## config.mk

```make
export PLATFORM = sky130hd
export DESIGN_NAME = rgb2hsv_flat
export DESIGN_NICKNAME = d
export VERILOG_FILES = /design/src/rtl/rgb2hsv_pkg.sv /design/src/rtl/rgb2hsv_if.sv /design/src/rtl/rgb2hsv_div_pipe.sv /design/src/rtl/rgb2hsv.sv /design/src/flat_wrapper.sv
export SDC_FILE = /design/constraint.sdc
export NUM_CORES = 1
export LEC_CHECK = 0
export BUFFER_PORTS_ARGS = -buffer_cell sky130_fd_sc_hd__buf_2
export CORE_AREA = 5 5 225 227
export CTS_BUF_LIST = sky130_fd_sc_hd__clkbuf_8
export CTS_CLUSTER_SIZE = 24
export DETAILED_ROUTE_END_ITERATION = 8
export DIE_AREA = 0 0 230 232
export PLACE_DENSITY_LB_ADDON = 0.12
export SETUP_SLACK_MARGIN = 0.5
export SYNTH_ARGS = -nofsm -noshare
export SYNTH_HDL_FRONTEND = slang
export SYNTH_SLANG_ARGS = --single-unit
```

## constraint.sdc

```tcl
create_clock -name clock -period 20.7 [get_ports clock]
set_clock_uncertainty 0.2 [all_clocks]
set_input_delay 5.175 -clock clock [delete_from_list [all_inputs] [get_ports clock]]
set_output_delay 5.175 -clock clock [all_outputs]
set_load 0.05 [all_outputs]
```

## src/rtl/rgb2hsv_pkg.sv

```systemverilog
// Shared constants, sector encoding and per-stage side data for the RGB->HSV pipeline.
package rgb2hsv_pkg;

  localparam logic [7:0] HUE_SECTOR = 8'd43;
  localparam logic [7:0] HUE_OFS_G  = 8'd85;
  localparam logic [7:0] HUE_OFS_B  = 8'd171;
  localparam int         LATENCY    = 9;

  typedef enum logic [1:0] {
    SEC_R = 2'd0,
    SEC_G = 2'd1,
    SEC_B = 2'd2
  } sector_t;

  typedef struct packed {
    logic       valid;
    sector_t    sector;
    logic       sign;
    logic       max_zero;
    logic       delta_zero;
    logic [7:0] v;
  } side_t;

endpackage

```

## src/rtl/rgb2hsv_if.sv

```systemverilog
// Sample bus for the colour converter; pin names mirror hsv2rgb so the two chain directly.
interface rgb2hsv_if;
  logic [7:0] r;
  logic [7:0] g;
  logic [7:0] b;
  logic       ready_i;
  logic [7:0] h;
  logic [7:0] s;
  logic [7:0] v;
  logic       valid_o;

  modport master (output r, g, b, ready_i, input h, s, v, valid_o);
  modport slave  (input r, g, b, ready_i, output h, s, v, valid_o);
endinterface

```

## src/rtl/rgb2hsv_div_pipe.sv

```systemverilog
// 16/8 unsigned restoring divider, one quotient bit per stage MSB first; 8 cycles latency.
// Fully pipelined with valid and side data carried alongside; no backpressure.
module div_pipe #(
  parameter int SIDE_W = 1
) (
  input  logic              clk,
  input  logic              rst,
  input  logic              vld_i,
  input  logic [15:0]       num_i,
  input  logic [7:0]        den_i,
  input  logic [SIDE_W-1:0] side_i,
  output logic              vld_o,
  output logic [7:0]        quo_o,
  output logic [SIDE_W-1:0] side_o
);

  logic [15:0]       rem_q  [0:6];
  logic [15:0]       rem_d  [0:6];
  logic [7:0]        den_q  [0:6];
  logic [7:0]        quo_q  [0:7];
  logic [7:0]        quo_d  [0:7];
  logic              vld_q  [0:7];
  logic [SIDE_W-1:0] side_q [0:7];

  logic [15:0]       src_rem  [0:7];
  logic [7:0]        src_den  [0:7];
  logic [7:0]        src_quo  [0:7];
  logic              src_vld  [0:7];
  logic [SIDE_W-1:0] src_side [0:7];
  logic [15:0]       trial    [0:7];
  logic [7:0]        ge;

  always_comb begin
    src_rem[0]  = num_i;
    src_den[0]  = den_i;
    src_quo[0]  = '0;
    src_vld[0]  = vld_i;
    src_side[0] = side_i;
    for (int k = 1; k < 8; k++) begin
      src_rem[k]  = rem_q[k-1];
      src_den[k]  = den_q[k-1];
      src_quo[k]  = quo_q[k-1];
      src_vld[k]  = vld_q[k-1];
      src_side[k] = side_q[k-1];
    end
    ge = '0;
    for (int k = 0; k < 8; k++) begin
      trial[k] = {8'd0, src_den[k]} << (7 - k);
      ge[k]    = (src_rem[k] >= trial[k]);
      quo_d[k] = src_quo[k] | (8'(ge[k]) << (7 - k));
    end
    // The last stage only needs the quotient bit, so no remainder is kept past stage 6.
    for (int k = 0; k < 7; k++) begin
      rem_d[k] = ge[k] ? (src_rem[k] - trial[k]) : src_rem[k];
    end
  end

  always_ff @(posedge clk or posedge rst) begin
    if (rst) begin
      for (int k = 0; k < 8; k++) begin
        quo_q[k]  <= '0;
        vld_q[k]  <= 1'b0;
        side_q[k] <= '0;
      end
      for (int k = 0; k < 7; k++) begin
        rem_q[k] <= '0;
        den_q[k] <= '0;
      end
    end else begin
      for (int k = 0; k < 8; k++) begin
        quo_q[k]  <= quo_d[k];
        vld_q[k]  <= src_vld[k];
        side_q[k] <= src_side[k];
      end
      for (int k = 0; k < 7; k++) begin
        rem_q[k] <= rem_d[k];
        den_q[k] <= src_den[k];
      end
    end
  end

  assign vld_o  = vld_q[7];
  assign quo_o  = quo_q[7];
  assign side_o = side_q[7];

endmodule

```

## src/rtl/rgb2hsv.sv

```systemverilog
// 8-bit RGB to HSV converter on a 43-step-sector hue circle; sample accepted at edge N appears at N+9.
// One sample per clock, no backpressure; outputs hold the last result between valid pulses.
module rgb2hsv
  import rgb2hsv_pkg::*;
(
  input logic       clock,
  input logic       reset,
  rgb2hsv_if.slave  bus
);

  logic [7:0] r_q, g_q, b_q;
  logic       vld0_q;

  always_ff @(posedge clock or posedge reset) begin
    if (reset) begin
      r_q    <= '0;
      g_q    <= '0;
      b_q    <= '0;
      vld0_q <= 1'b0;
    end else begin
      r_q    <= bus.r;
      g_q    <= bus.g;
      b_q    <= bus.b;
      vld0_q <= bus.ready_i;
    end
  end

  logic [7:0]        mx, mn, dl, hd_abs;
  logic signed [8:0] hd;
  side_t             s0;
  logic [15:0]       sat_num, hue_num;
  logic [7:0]        sat_den, hue_den;

  always_comb begin
    mx = r_q;
    if (g_q > mx) mx = g_q;
    if (b_q > mx) mx = b_q;
    mn = r_q;
    if (g_q < mn) mn = g_q;
    if (b_q < mn) mn = b_q;
    dl = mx - mn;

    s0 = '0;
    // Ties resolve r before g before b.
    if (mx == r_q) begin
      s0.sector = SEC_R;
      hd        = $signed({1'b0, g_q}) - $signed({1'b0, b_q});
    end else if (mx == g_q) begin
      s0.sector = SEC_G;
      hd        = $signed({1'b0, b_q}) - $signed({1'b0, r_q});
    end else begin
      s0.sector = SEC_B;
      hd        = $signed({1'b0, r_q}) - $signed({1'b0, g_q});
    end
    hd_abs = hd[8] ? 8'(-hd) : hd[7:0];

    s0.valid      = vld0_q;
    s0.sign       = hd[8];
    s0.max_zero   = (mx == 8'd0);
    s0.delta_zero = (dl == 8'd0);
    s0.v          = mx;

    sat_num = 16'(dl) * 16'd255;
    sat_den = s0.max_zero ? 8'd1 : mx;
    hue_num = 16'(hd_abs) * 16'(HUE_SECTOR);
    hue_den = s0.delta_zero ? 8'd1 : dl;
  end

  logic       sat_vld, hue_vld;
  logic [7:0] sat_quo, hue_quo;
  logic [8:0] sat_side;
  logic [3:0] hue_side;

  div_pipe #(.SIDE_W(9)) u_sat_div (
    .clk    (clock),
    .rst    (reset),
    .vld_i  (s0.valid),
    .num_i  (sat_num),
    .den_i  (sat_den),
    .side_i ({s0.max_zero, s0.v}),
    .vld_o  (sat_vld),
    .quo_o  (sat_quo),
    .side_o (sat_side)
  );

  div_pipe #(.SIDE_W(4)) u_hue_div (
    .clk    (clock),
    .rst    (reset),
    .vld_i  (s0.valid),
    .num_i  (hue_num),
    .den_i  (hue_den),
    .side_i ({s0.sector, s0.sign, s0.delta_zero}),
    .vld_o  (hue_vld),
    .quo_o  (hue_quo),
    .side_o (hue_side)
  );

  side_t      s9;
  logic [7:0] ofs, h_d, s_d;
  logic [7:0] h_q, s_q, v_q;
  logic       valid_q;

  always_comb begin
    s9            = '0;
    s9.valid      = sat_vld & hue_vld;
    s9.max_zero   = sat_side[8];
    s9.v          = sat_side[7:0];
    s9.sector     = sector_t'(hue_side[3:2]);
    s9.sign       = hue_side[1];
    s9.delta_zero = hue_side[0];

    case (s9.sector)
      SEC_R:   ofs = 8'd0;
      SEC_G:   ofs = HUE_OFS_G;
      default: ofs = HUE_OFS_B;
    endcase
    // 8-bit arithmetic gives the mod-256 wrap for negative hue offsets.
    h_d = s9.delta_zero ? 8'd0 : (s9.sign ? (ofs - hue_quo) : (ofs + hue_quo));
    s_d = s9.max_zero ? 8'd0 : sat_quo;
  end

  always_ff @(posedge clock or posedge reset) begin
    if (reset) begin
      h_q     <= '0;
      s_q     <= '0;
      v_q     <= '0;
      valid_q <= 1'b0;
    end else begin
      valid_q <= s9.valid;
      if (s9.valid) begin
        h_q <= h_d;
        s_q <= s_d;
        v_q <= s9.v;
      end
    end
  end

  assign bus.h       = h_q;
  assign bus.s       = s_q;
  assign bus.v       = v_q;
  assign bus.valid_o = valid_q;

endmodule

```

## src/flat_wrapper.sv

```systemverilog
// flat-port wrapper written by rule: the top's interface ports become plain ports
module rgb2hsv_flat import rgb2hsv_pkg::*;
  (clock, reset, bus_r, bus_g, bus_b, bus_ready_i, bus_h, bus_s, bus_v, bus_valid_o);
  rgb2hsv_if bus_i ();
  input logic clock;
  input logic reset;
  input wire logic [$bits(bus_i.r)-1:0] bus_r;
  input wire logic [$bits(bus_i.g)-1:0] bus_g;
  input wire logic [$bits(bus_i.b)-1:0] bus_b;
  input wire logic [$bits(bus_i.ready_i)-1:0] bus_ready_i;
  output wire logic [$bits(bus_i.h)-1:0] bus_h;
  output wire logic [$bits(bus_i.s)-1:0] bus_s;
  output wire logic [$bits(bus_i.v)-1:0] bus_v;
  output wire logic [$bits(bus_i.valid_o)-1:0] bus_valid_o;
  assign bus_i.r = bus_r;
  assign bus_i.g = bus_g;
  assign bus_i.b = bus_b;
  assign bus_i.ready_i = bus_ready_i;
  assign bus_h = bus_i.h;
  assign bus_s = bus_i.s;
  assign bus_v = bus_i.v;
  assign bus_valid_o = bus_i.valid_o;
  rgb2hsv u_core (.clock(clock), .reset(reset), .bus(bus_i));
endmodule
```

==> results summary <==
In this run, post-CTS repair resized a total of 0 instances. The final count of hold timing violations came out at 0. Clock tree synthesis selected as its root buffer the cell sky130_fd_sc_hd__clkbuf_8. The global-route track usage on met2 is a little under two fifths. The initialized floorplan defines 81 standard-cell rows. The first-pass iteration count of the detailed router came out at 7. The number of vias in the routed layout is 17708. Sorting the synthesized cells by area gives the leading types as sky130_fd_sc_hd__dfrtp_1 (51%), sky130_fd_sc_hd__ha_1 (12%), sky130_fd_sc_hd__inv_1 (4.9%). The top flip-flop cell by instance count after synthesis is sky130_fd_sc_hd__dfrtp_1. The quantity of hold-fixing buffers added after cts came out at 0. The setup path with the least slack is of type register to register. The highest cell delay on the worst timing path is 840 ps. The number of flops mapped to enable cells by yosys came out at 0. The number of global-route vias before repair was 18910. The simple-gate share of the synthesized area came out at 9.43%. After detailed placement, the total cell area comes to roughly 0.029 mm². Setup repair after global routing left no endpoint under its margin. The total number of yosys warnings is 0. The remaining design rule violation count came out at 0. The number of synthesized register bits came out at 570.

The critical path data arrival time came out at 13400 ps. The wire length of the first global-routing pass is roughly 93000 µm. The share of synthesized cell area in full adder, half adder and majority cells is 15.3%. The global route total overflow came out at 0. The sequential area share after synthesis is 50.7%.

The final critical path takes up about 63% of the cycle. sky130_fd_sc_hd__dfrtp_1 is the most common cell in the netlist. The congestion estimate from routability-driven global placement came to roughly 0.93. Clock-pin slew was measured on the worst setup and hold paths at 60 ps. The compound-cell area share of the yosys netlist is 10.6%. The final instance area is 0.0311 mm². The width of the die is 230 µm. The final-report max-slew violation count was 0. The clock tree from TritonCTS is built.

Of all cell types, the one taking the most synthesized area is sky130_fd_sc_hd__dfrtp_1. In this run the post-CTS setup repair buffer count came out at 0. The clock period could shrink to 13060 ps.

The launch point of the worst path is u_core.g_q[7]. Relative to the synthesized area, the layout overhead comes to 10.5%. Counting stages on the worst path, the most repeated cell is sky130_fd_sc_hd__o21ai_0. Measured against its own limit, the worst slew margin works out to 28.6%.

The largest family of logic cells by synthesized area is adder cells. The clock latency of the later-clocked register in the worst-skew pair came out at 670 ps. The synthesized area per cell is approximately 11 µm². The port buffer count is 51. The number of antenna violations at the first check in global routing came out at 0.

The cell area that synthesis handed to floorplanning was 0.0281 mm². The worst flop-to-flop path startpoint is u_core.g_q[7]. The tree built by TritonCTS fans out to 570 sinks.

The floorplan step defined a core boundary enclosing a little under 0.05 mm². The xor-xnor portion of the synthesized cell area came out at 6.23%. The critical path required time is 21040 ps. Once detail routing completed, the nets flagged for antenna violations numbered 0. The H-tree level count is 3. After the first detailed-routing iteration, the DRC count stood at 873. In this run the most used layer during global routing was met2.

STA classifies the critical path endpoint as a register. The number of nets in the layout is roughly 3000. The number of max-cap violations came out at 0. The effective utilization at floorplan came out at 58.0%. The total wire length after detailed routing came out at 54400 µm. The count of inserted antenna diode cells came out at 0.

The nature of the critical path startpoint is a register. Counting every instance in the synthesized netlist gives ~2500. The length in cells of the worst reg-to-reg path came out at 44. The run finished with clean final reports. The endpoint identified for the worst register-to-register timing path is u_core.u_sat_div.rem_q[104].

The vertical die dimension is 232 µm. The total nets after synthesis is 2883. The met3 track utilization from global routing came out at 3.36%. Derived from the worst setup path, the maximum achievable clock frequency is 0.0766 GHz.

The die covers between 0.05 and 0.06 mm². Counting flops with an async set or reset pin after synthesis yields a share of 100%. The highest net fanout along the worst path is 20. After synthesis, the share of cell area in mux cells is between 2 and 2.5%. The number of I/O pins came out at 52. Among all stages on the critical path, the largest delay is contributed by sky130_fd_sc_hd__or2_0. The share of layout cells above drive strength 1 came out at 9.43%.

Setup violations remaining at the end of the flow were counted as 0. The number of clock buffers added by TritonCTS is 89. The worst setup path endpoint is u_core.u_sat_div.rem_q[104]. The setup TNS came out at 0 ps. The transition time at the pin with the least slew margin came out at 1070 ps. The cell family with the largest share of critical-path delay is compound AO/OA/AOI/OAI gates. The number of buffers and inverters on the critical path came out at 6.

The number of distinct library cells after synthesis came out at 73. The critical path runs through a total of 44 cells. The global-route usage over all layers came out at 21.3%. The setup slack of the most critical reg-to-reg path is 7640 ps. The number of vias per cell came out at around 5.3.

The pin count of the biggest net entering global routing is 88. The path class of the tightest hold or removal check is register to register. In this run the biggest area consumer among cell types represents 50.7% of the synthesized area.

Sorting the synthesized cells by how often they occur yields sky130_fd_sc_hd__dfrtp_1 (570), sky130_fd_sc_hd__inv_1 (366), sky130_fd_sc_hd__ha_1 (261). The detail-routed net length per standard cell is 16.2 µm. The largest buffer count on any clock path came out at 3.

The final HPWL from detailed placement came out at around 42000 µm. The met1 global-route usage is 26.5%.
area by class of cell:
| cell class | count | area (µm²) |
|---|---|---|
| multi-input combinational | 1574 | 12300 |
| clock buffer | 111 | 1530 |
| sequential | 570 | 14300 |
| fill | 3818 | 17400 |
| inverter | 366 | 1380 |
| timing repair buffer | 63 | 345 |
| clock inverter | 52 | 439 |
| tap | 622 | 778 |
how the worst min path moves through the flow:
stage | slack, ps | depth (start not counted) | endpoint | from
finish | 120 | 0 | u_core.u_hue_div.quo_q[37] | u_core.u_hue_div.quo_q[45]
global route | 110 | 0 | u_core.u_hue_div.quo_q[37] | u_core.u_hue_div.quo_q[45]
CTS | 110 | 0 | u_core.u_hue_div.quo_q[37] | u_core.u_hue_div.quo_q[45]
detailed placement | 130 | 0 | u_core.u_hue_div.quo_q[19] | u_core.u_hue_div.quo_q[27]
global placement | 130 | 0 | u_core.u_sat_div.quo_q[20] | u_core.u_sat_div.quo_q[28]
floorplan | 130 | 0 | u_core.u_hue_div.quo_o[1] | u_core.u_hue_div.quo_q[9]
sequential cells by signal (all words and copies together) (netlist names), 28 cells and up:
register	count
u_core.u_hue_div.rem_q	112
u_core.u_sat_div.rem_q	112
u_core.u_sat_div.side_q	63
u_core.u_hue_div.den_q	56
u_core.u_sat_div.den_q	56
u_core.u_hue_div.quo_q	28
u_core.u_hue_div.side_q	28
u_core.u_sat_div.quo_q	28
metrics by stage:
step | utilization [%] | hold WS (ps) | setup WS, ps | cells
final | 64.1 | 117 | 7640 | 3358
after global routing | 64.1 | 115 | 6450 | 3358
after CTS | 64.1 | 107 | 7670 | 3358
after detailed placement | 60.1 | 135 | 7720 | 3195
after global placement | 60.1 | 131 | 8240 | 3195
after floorplan | - | 131 | 7560 | 2544
layout by cell type (no fill, tap or decap), types with 30 or more instances in the layout:
cell type / netlist / routed
sky130_fd_sc_hd__a21oi_1: 148 / 148
sky130_fd_sc_hd__ha_1: 261 / 261
sky130_fd_sc_hd__inv_1: 366 / 389
sky130_fd_sc_hd__nor2_1: 164 / 164
sky130_fd_sc_hd__clkbuf_8: 0 / 111
sky130_fd_sc_hd__xnor2_1: 122 / 122
sky130_fd_sc_hd__nor2b_1: 38 / 38
sky130_fd_sc_hd__xor2_1: 78 / 78
sky130_fd_sc_hd__fa_1: 51 / 51
sky130_fd_sc_hd__a21o_1: 63 / 63
sky130_fd_sc_hd__dfrtp_1: 570 / 570
sky130_fd_sc_hd__nand4_1: 30 / 30
sky130_fd_sc_hd__mux2_2: 38 / 38
sky130_fd_sc_hd__nand2b_1: 31 / 31
sky130_fd_sc_hd__nand2_1: 94 / 94
sky130_fd_sc_hd__buf_2: 0 / 51
sky130_fd_sc_hd__nor3_1: 41 / 41
sky130_fd_sc_hd__o21ai_0: 122 / 122
metal layers:
layer	wire length, µm	up-vias
met1	23300	8520
met4	1970	0
li1	-	8801
met5	0	-
met3	1580	121
met2	27500	266
cells by family (layout without fill, tap and decap cells):
kind of cell | after synthesis | count (layout)
flops | 570 | 570
simple gates | 527 | 527
compound gates | 475 | 475
buf+inv | 400 | 592
fa+ha+maj | 314 | 314
xor+xnor | 200 | 200
mux | 58 | 58
Power is not shown: default switching activity piles up to over one toggle a cycle in this logic, so the estimate is an artifact.
